File: src/rtl/uart_tx_mmio.sv
// uart_tx_mmio: memory-mapped UART transmitter with a TX FIFO.
// Firmware stores bytes to TXDATA (offset 0x0) and polls STATUS (offset 0x4).
// Bytes are sent as 8N1 frames on txd, LSB first.
// Optional feature: define UART_TX_PARITY_EN to add an even-parity bit after
// the data bits. STATUS bit4 then reads 1.
module uart_tx_mmio #(
   parameter logic [31:0] BASE_ADDR  = 32'h1000_0000,
   parameter int          CLK_DIV    = 434,
   parameter int          FIFO_DEPTH = 16
) (
   input  logic        clk,
   input  logic        reset,
   input  logic [31:0] mem_addr,
   input  logic [31:0] mem_wdata,
   input  logic        mem_w_enable,
   input  logic        mem_r_enable,
   output logic        io_hit,
   output logic [31:0] io_rdata,
   output logic        txd
);

   localparam int          AW       = $clog2(FIFO_DEPTH);
   localparam logic [15:0] TICK_MAX = 16'(CLK_DIV - 1);
`ifdef UART_TX_PARITY_EN
   localparam logic        PAR_FLAG = 1'b1;
`else
   localparam logic        PAR_FLAG = 1'b0;
`endif

   typedef enum logic [2:0] {
      S_IDLE, S_START, S_DATA, S_PARITY, S_STOP
   } state_t;

   // FIFO storage and pointers; pointers carry one extra wrap bit
   logic [7:0]  r_mem [FIFO_DEPTH];
   logic [AW:0] r_wptr, r_rptr;
   logic        r_ovf;
   logic [31:0] r_rdata;

   // Serialiser state
   state_t      r_state, w_state_nxt;
   logic [15:0] r_timer, w_timer_nxt;
   logic [2:0]  r_bit, w_bit_nxt;
   logic [7:0]  r_shift, w_shift_nxt;
   logic        r_par, w_par_nxt;
   logic        r_txd, w_txd_nxt;
   logic        w_pop;

   // Bus decode and FIFO status
   logic [2:0]  w_offset;
   logic        w_push_req, w_push, w_ovf_clr;
   logic        w_empty, w_full, w_busy, w_tick;
   logic [8:0]  w_count;
   logic [7:0]  w_head;
   logic [31:0] w_status;
   logic        w_unused_wdata;

   assign io_hit     = (mem_addr[31:3] == BASE_ADDR[31:3]);
   assign w_offset   = mem_addr[2:0];
   assign w_push_req = mem_w_enable & io_hit & (w_offset == 3'h0);
   assign w_ovf_clr  = mem_w_enable & io_hit & (w_offset == 3'h4) & mem_wdata[3];

   assign w_empty = (r_wptr == r_rptr);
   assign w_full  = (r_wptr[AW] != r_rptr[AW]) &&
                    (r_wptr[AW-1:0] == r_rptr[AW-1:0]);
   // Full is judged on the pre-pop state, so a store into a full FIFO is
   // dropped even if the serialiser pops in the same cycle.
   assign w_push  = w_push_req & ~w_full;
   assign w_count = 9'(r_wptr - r_rptr);
   assign w_head  = r_mem[r_rptr[AW-1:0]];
   assign w_busy  = (r_state != S_IDLE) | ~w_empty;
   assign w_tick  = (r_timer == TICK_MAX);

   assign w_status = {16'b0, w_count[7:0], 3'b0, PAR_FLAG,
                      r_ovf, w_empty, w_full, w_busy};

   assign w_unused_wdata = ^mem_wdata[31:8];

   assign io_rdata = r_rdata;
   assign txd      = r_txd;

   // FIFO storage write (no reset needed on the data array)
   always_ff @(posedge clk) begin
      if (w_push) r_mem[r_wptr[AW-1:0]] <= mem_wdata[7:0];
   end

   // FIFO pointers; simultaneous push and pop leaves occupancy unchanged
   always_ff @(posedge clk) begin
      if (reset) begin
         r_wptr <= '0;
         r_rptr <= '0;
      end else begin
         if (w_push) r_wptr <= r_wptr + 1'b1;
         if (w_pop)  r_rptr <= r_rptr + 1'b1;
      end
   end

   // Sticky overflow flag, set on a dropped store, cleared by W1C to STATUS
   always_ff @(posedge clk) begin
      if (reset)                    r_ovf <= 1'b0;
      else if (w_push_req & w_full) r_ovf <= 1'b1;
      else if (w_ovf_clr)           r_ovf <= 1'b0;
   end

   // Registered read data; holds unless a load hits the window
   always_ff @(posedge clk) begin
      if (reset)
         r_rdata <= '0;
      else if (mem_r_enable & io_hit)
         r_rdata <= (w_offset == 3'h4) ? w_status : 32'h0;
   end

   // Serialiser state register and datapath flops
   always_ff @(posedge clk) begin
      if (reset) begin
         r_state <= S_IDLE;
         r_timer <= '0;
         r_bit   <= '0;
         r_shift <= '0;
         r_par   <= 1'b0;
         r_txd   <= 1'b1;
      end else begin
         r_state <= w_state_nxt;
         r_timer <= w_timer_nxt;
         r_bit   <= w_bit_nxt;
         r_shift <= w_shift_nxt;
         r_par   <= w_par_nxt;
         r_txd   <= w_txd_nxt;
      end
   end

   // Next state, bit timing and the txd level for the next cycle.
   // txd is computed from the next state so the flop changes together with
   // the state and the line has no combinational path.
   always_comb begin
      w_state_nxt = r_state;
      w_timer_nxt = r_timer;
      w_bit_nxt   = r_bit;
      w_shift_nxt = r_shift;
      w_par_nxt   = r_par;
      w_pop       = 1'b0;
      w_txd_nxt   = 1'b1;

      unique case (r_state)
         S_IDLE: begin
            if (!w_empty) begin
               w_pop       = 1'b1;
               w_shift_nxt = w_head;
               w_par_nxt   = ^w_head;
               w_timer_nxt = '0;
               w_bit_nxt   = '0;
               w_state_nxt = S_START;
            end
         end
         S_START: begin
            if (w_tick) begin
               w_timer_nxt = '0;
               w_state_nxt = S_DATA;
            end else begin
               w_timer_nxt = r_timer + 16'd1;
            end
         end
         S_DATA: begin
            if (w_tick) begin
               w_timer_nxt = '0;
               if (r_bit == 3'd7) begin
`ifdef UART_TX_PARITY_EN
                  w_state_nxt = S_PARITY;
`else
                  w_state_nxt = S_STOP;
`endif
               end else begin
                  w_bit_nxt   = r_bit + 3'd1;
                  w_shift_nxt = {1'b0, r_shift[7:1]};
               end
            end else begin
               w_timer_nxt = r_timer + 16'd1;
            end
         end
         S_PARITY: begin
            if (w_tick) begin
               w_timer_nxt = '0;
               w_state_nxt = S_STOP;
            end else begin
               w_timer_nxt = r_timer + 16'd1;
            end
         end
         S_STOP: begin
            if (w_tick) begin
               w_timer_nxt = '0;
               w_state_nxt = S_IDLE;
            end else begin
               w_timer_nxt = r_timer + 16'd1;
            end
         end
         default: w_state_nxt = S_IDLE;
      endcase

      unique case (w_state_nxt)
         S_START:  w_txd_nxt = 1'b0;
         S_DATA:   w_txd_nxt = w_shift_nxt[0];
         S_PARITY: w_txd_nxt = w_par_nxt;
         default:  w_txd_nxt = 1'b1;
      endcase
   end

endmodule

File: config.mk
export PLATFORM = sky130hd
export DESIGN_NAME = uart_tx_mmio
export DESIGN_NICKNAME = d
export VERILOG_FILES = /design/src/rtl/uart_tx_mmio.sv
export SDC_FILE = /design/constraint.sdc
export NUM_CORES = 1
export LEC_CHECK = 0
export ABC_CLOCK_PERIOD_IN_PS = 8900
export BUFFER_PORTS_ARGS = -buffer_cell sky130_fd_sc_hd__buf_2
export CAP_MARGIN = 10
export CORE_ASPECT_RATIO = 1.25
export CORE_MARGIN = 10
export CORE_UTILIZATION = 50
export CTS_CLUSTER_SIZE = 16
export DETAILED_ROUTE_END_ITERATION = 8
export GPL_TIMING_DRIVEN = 0
export HOLD_SLACK_MARGIN = 0.06
export PLACE_DENSITY = 0.77
export REMOVE_ABC_BUFFERS = 1
export SYNTH_ARGS = -nofsm -noshare
export SYNTH_HDL_FRONTEND = slang
export SYNTH_SLANG_ARGS = --single-unit
File: constraint.sdc
create_clock -name clk -period 8.9 [get_ports clk]
set_input_delay 1.78 -clock clk [delete_from_list [all_inputs] [get_ports clk]]
set_output_delay 1.78 -clock clk [all_outputs]
set_load 0.05 [all_outputs]
---- Yosys cells after proc, flatten, opt, wreduce, memory -nomap -nowiden ----
Memories as Yosys holds them, arrays and structs flattened. A register that Yosys moved wholly into a read port is not among the register bits.
Index checks and enable logic that the tools add are counted.
word-level totals
  bits in registers ....................... 75
  bits in writable memories ............... 128
  output and inout port bits .............. 34
  word-level logic and storage cells ...... 85
  memories kept ........................... 1
memories
  name   depth  width  rd ports  clocked after memory_dff  write ports  RTL line  text
  r_mem  16     8      1         1                         1            35        logic [7:0] r_mem [FIFO_DEPTH];
operators by class
  add/sub/neg operators ................... 5
  equality and inequality tests ........... 17
  mux-type cells .......................... 30
  bitwise gates (word level) .............. 10
  reduce and logical (&&, ||, !) cells .... 11
operators by type and width
  cell                                                                     count
  16-bit two-way mux                                                       3
  16-bit one-hot mux with 2 select lines                                   1
  29-bit by 26-bit equality test with 1-bit output, second input constant  1
  3-bit two-way mux                                                        9
  8-bit two-way mux                                                        3
  16-bit by 1-bit adder with 16-bit output, second input constant          1
  16-bit by 9-bit equality test with 1-bit output, second input constant   1
  8-bit one-hot mux with 2 select lines                                    1
  3-bit one-hot mux with 5 select lines                                    1
  3-bit by 2-bit equality test with 1-bit output, second input constant    4
  5-bit by 1-bit adder with 5-bit output, second input constant            2
  3-bit equality test, second input constant                               3
  1-bit two-way mux                                                        8
  4-bit two-way mux                                                        2
  8-bit XOR reduction                                                      1
  1-bit AND                                                                7
  3-bit by 1-bit equality test with 1-bit output, second input constant    2
  3-bit logical NOT                                                        2
  2-bit != test, second input constant                                     3
  3-bit one-hot mux with 2 select lines                                    1
  2-bit nonzero test                                                       3
  5-bit by 5-bit subtractor with 6-bit output                              1
  5-bit equality test                                                      1
  4-bit equality test                                                      1
  other kinds (10)                                                         11

---- Longest topological paths before layout ----
  depth in word-level cells ............... 6
  mapped depth ............................ 10
  gate-level depth less buffers ........... 9

---- Least setup slack after synthesis ----
OpenSTA, ideal clock, no wires.
  kind .................................... input to output
  start point ............................. input mem_addr[4]
  end point ............................... output io_hit
  data arrival time ....................... 3,026 ps
  required time ........................... 7,120 ps
  setup slack ............................. 4,094 ps
  cell stages on the path ................. 3
  path buffers ............................ 0
  path through ............................ nor4_1 > nand4_1 > nor2_1
between the ends
  longest elaborated chain between the ends .. 1
RTL lines
  element                                           RTL line  text
  start: declaration                                13        input logic [31:0] mem_addr,
  29-bit by 26-bit equality test with 1-bit output  58        assign io_hit = (mem_addr[31:3] == BASE_ADDR[31:3]);
  end: declaration                                  17        output logic io_hit,
No other way between the ends.

---- Worst setup path in the final report ----
  start point ............................. input mem_addr[7]
  end point ............................... output io_hit
Same word-level chain as after synthesis.

==> metrics.log <==
[metrics] unrepaired setup endpoints after global routing: no
[metrics] CTS sink cnt: between 150 and 200
[metrics] Max-Cap Viols: 0
[metrics] Post-CTS Setup Repair Bufs: 0
[metrics] average vias per placed instance: 5.60
[metrics] number of gates given a new drive strength after cts: 0
[metrics] worst-skew pair later-pin latency: 0.42 ns
[metrics] outcome: completed
[metrics] Critical-path top delay cell: sky130_fd_sc_hd__buf_2
[metrics] number of nets in the finished design: about 700
[metrics] cell repeated most along the worst path: sky130_fd_sc_hd__buf_2
[metrics] final total negative setup slack: 0 ns
[metrics] endpoint type of the worst setup path: output pin
[metrics] count of flip-flops with a built-in enable after synthesis: 128
[metrics] commonest cells in the synthesized netlist: sky130_fd_sc_hd__edfxtp_1 (128), sky130_fd_sc_hd__nor2_1 (59), sky130_fd_sc_hd__dfxtp_1 (57), sky130_fd_sc_hd__nand2_1 (44), sky130_fd_sc_hd__a21oi_1 (27)
[metrics] Min-Delay Path Class: register to register
[metrics] routed length per placed instance: 18.9 um
[metrics] ratio of cells with drive above 1 in the final layout: 18.1%
[metrics] total grt overflow: 0
[metrics] launching element type of the critical path: primary input
[metrics] clock input transition at the sequential cells of the worst setup and hold paths: 0.06 ns
[metrics] Initial Util: 50.7%
[metrics] chip width: ~130 um
[metrics] layout-stage area growth over the synthesis result: 11.6%
[metrics] count of cell types in the netlist: between 40 and 50
[metrics] largest fanout on the critical path: 5
[metrics] total setup violations reported at the end of the flow: 0
[metrics] final worst path period share: 54.1%
[metrics] ranking of synthesized cells by area: sky130_fd_sc_hd__edfxtp_1 (49%), sky130_fd_sc_hd__dfxtp_1 (15%), sky130_fd_sc_hd__mux4_2 (5.7%)
[metrics] Post-route DRC: 0
[metrics] shortest clock period the worst path allows after layout: 4.82 ns
[metrics] number of nets with antenna violations after detailed routing: 0
[metrics] total wirelength of the detailed-routed design: 15900 um
[metrics] Core Box Area: 0.0155 mm^2
[metrics] critical path capture point: io_hit
[metrics] sequential-to-total area share from yosys stat: 63.4%
[metrics] cell area after synthesis: 0.00787 mm^2
[metrics] total of fill cells in the finished design: 1235
[metrics] worst slew slack as a fraction of its limit: about a fifth
[metrics] YS warnings: 0
[metrics] average cell area after synthesis: 13.9 um^2
[metrics] WP data required: approximately 7 ns
[metrics] TritonCTS buffer count: 17
[metrics] most common cell in the synthesized netlist: sky130_fd_sc_hd__edfxtp_1
[metrics] start of the worst register-to-register path: r_wptr[2]$_SDFFE_PP0P_
[metrics] final count of pins violating max slew: 0
[metrics] worst clock skew: 0.00984 ns
[metrics] cell count along the critical path: 5
[metrics] Util after Layout: 56.6%
[metrics] half-perimeter wire length after detailed placement: 10800 um
[metrics] antenna violations before repair: 0
[metrics] iteration count of the initial detailed-routing pass: 7
[metrics] largest area contributor in the synthesized netlist: sky130_fd_sc_hd__edfxtp_1
[metrics] worst endpoint data arrival time: 3.04 ns
[metrics] pwr dens: 211 mW/mm^2
[metrics] count of hold-fix buffers inserted at cts: 0
[metrics] Largest delay share family, worst path: simple AND/OR/NAND/NOR gates
[metrics] Boundary Pins: 102
[metrics] hold violation total from the final report: 0
[metrics] number of buffers added on ports: 57
[metrics] R2R setup slack: 5.31 ns
[metrics] critical-path cell list: buf_2 > nor4_1 > nand4_1 > nor2_1 > buf_2
[metrics] TritonCTS clock tree: yes
[metrics] largest net degree at the start of global routing: 40
[metrics] Async SR Flop Fraction: 0%
[metrics] number of global-route vias before repair: 4804
[metrics] top_reg_cell synth: sky130_fd_sc_hd__edfxtp_1
[metrics] number of DRC markers after the initial detailed-route iteration: ~400
[metrics] Placer Congestion: 0.817
[metrics] Setup Crit Path Kind: primary input to output pin
[metrics] Highest Clock Rate: 0.208 GHz
[metrics] root buffer cell: sky130_fd_sc_hd__clkbuf_16
[metrics] number of cell rows: approximately 50
[metrics] antenna diode instance count: 0
[metrics] Worst Reg2Reg Path Length in Cells: 6
[metrics] pin slew with the least headroom to its limit: 1.20 ns
[metrics] post-synthesis instance total: 567
[metrics] Max clock buf depth: 2
[metrics] maximum level of the CTS H-tree: 4
[metrics] Worst VDD drop: 172 uV
[metrics] endpoint of the worst register-to-register path: r_mem[3][0]$_DFFE_PP_
[metrics] global-route wire length before repair: 25400 um
[metrics] overall die area: 0.0212 mm^2
[metrics] start point of the critical path: mem_addr[7]
[metrics] vias post-DR: 4693
[metrics] Total Routing Usage GR: 15.2%
[metrics] total buffers and inverters traversed by the critical path: 2
[metrics] delay of the slowest cell on the worst path: 0.33 ns
[metrics] number of synthesized register bits: ~190
[metrics] Lkg Pwr: just under 3 nW
[metrics] share of the synthesized area in the top cell type: between 40 and 50%
[metrics] die height: 160 um
-- cells by family (layout without fill, tap and decap cells) --
logic type	count (synthesis)	count (layout)	share of synthesized area, %
adder cells (fa/ha/maj)	15	15	2.48
other	1	20	0.0477
XOR/XNOR	32	32	3.56
buffers and inverters	59	99	4.34
AO/OA/AOI/OAI	69	69	5.70
multiplexers	34	34	9.99
flip-flops	185	185	63.4
AND/OR/NAND/NOR	172	172	10.5
-- area by class of cell --
cell class	instances	area, um^2	share of cell area (%)
clock buffer	17	425	4.85
clock inverter	10	123	1.40
inverter	11	41.3	0.471
multi-input combinational	342	2610	29.7
sequential	185	4990	56.8
tap	212	265	3.02
timing repair buffer	61	323	3.68
-- flip-flops by register name (all words and copies together) (netlist names), named ones only --
name      count
txd           1
r_par         1
r_shift       8
io_rdata     10
r_wptr        5
r_ovf         1
r_bit         3
r_rptr        5
r_timer      16
r_state       3
r_mem       128
-- layout by cell type, fill, tap and decap left out, types with 5 or more instances in the layout --
master	netlist	final
sky130_fd_sc_hd__mux4_1	12	12
sky130_fd_sc_hd__xor2_1	15	15
sky130_fd_sc_hd__a21oi_1	27	27
sky130_fd_sc_hd__conb_1	1	20
sky130_fd_sc_hd__nor3_1	9	9
sky130_fd_sc_hd__and3_1	5	5
sky130_fd_sc_hd__nand4_1	8	8
sky130_fd_sc_hd__nor2_1	59	59
sky130_fd_sc_hd__nor4_1	7	7
sky130_fd_sc_hd__mux4_2	20	20
sky130_fd_sc_hd__nand2_1	44	44
sky130_fd_sc_hd__nand3_1	17	17
sky130_fd_sc_hd__clkbuf_16	0	17
sky130_fd_sc_hd__ha_1	14	14
sky130_fd_sc_hd__buf_2	3	58
sky130_fd_sc_hd__dfxtp_1	57	55
sky130_fd_sc_hd__inv_1	11	11
sky130_fd_sc_hd__a22oi_1	22	22
sky130_fd_sc_hd__xnor2_1	17	17
sky130_fd_sc_hd__edfxtp_1	128	128
-- power breakdown --
group	switching, mW	total, mW	internal [mW]
clock	0.296	0.703	0.407
combinational	0.118	0.203	0.0857
sequential	0.0151	0.946	0.931
total	0.429	1.85	1.42
-- how the worst min path moves through the flow --
stage	start	to	slack, ns	depth (start not counted)
finish	io_rdata[12]$_SDFFE_PP0P_	io_rdata[12]$_SDFFE_PP0P_	0.46	2
floorplan	r_bit[1]$_SDFFE_PP0P_	r_bit[1]$_SDFFE_PP0P_	0.43	2
global placement	io_rdata[0]$_SDFFE_PP0P_	io_rdata[0]$_SDFFE_PP0P_	0.44	2
detailed placement	io_rdata[10]$_SDFFE_PP0P_	io_rdata[10]$_SDFFE_PP0P_	0.45	2
CTS	io_rdata[12]$_SDFFE_PP0P_	io_rdata[12]$_SDFFE_PP0P_	0.46	2
global route	io_rdata[10]$_SDFFE_PP0P_	io_rdata[10]$_SDFFE_PP0P_	0.47	2
-- routing by layer --
| layer | global-route usage (%) | share of wire, % |
|---|---|---|
| met1 | 16.6 | 39 |
| met2 | 27.5 | 53 |
| met4 | 6.26 | 2.6 |
| met3 | 3.64 | 5.4 |
| met5 | 0 | 0 |
-- worst register-to-register path, cell delays in order, from the launching register on --
cell	delay, ns
sky130_fd_sc_hd__dfxtp_1	0.60
sky130_fd_sc_hd__ha_1	0.36
sky130_fd_sc_hd__and4_1	0.30
sky130_fd_sc_hd__nor2b_1	0.22
sky130_fd_sc_hd__nor4b_4	0.45
sky130_fd_sc_hd__nand2_1	0.30
sky130_fd_sc_hd__nor3_1	0.98
-- metrics by stage --
| stage | total power [mW] | setup WS (ns) | hold WS [ns] | cell area [um^2] | cells |
|---|---|---|---|---|---|
| detailed placement | 1.16 | 4.10 | 0.448 | 8210 | 808 |
| CTS | 1.86 | 4.10 | 0.456 | 8760 | 835 |
| floorplan | 1.11 | 4.09 | 0.430 | 7640 | 538 |
| finish | 1.85 | 4.08 | 0.457 | 8770 | 838 |
| global placement | 1.15 | 4.11 | 0.442 | 8190 | 807 |
| global route | 1.92 | 3.98 | 0.469 | 8770 | 838 |
No activity file was read; power rests on OpenSTA's default activity.
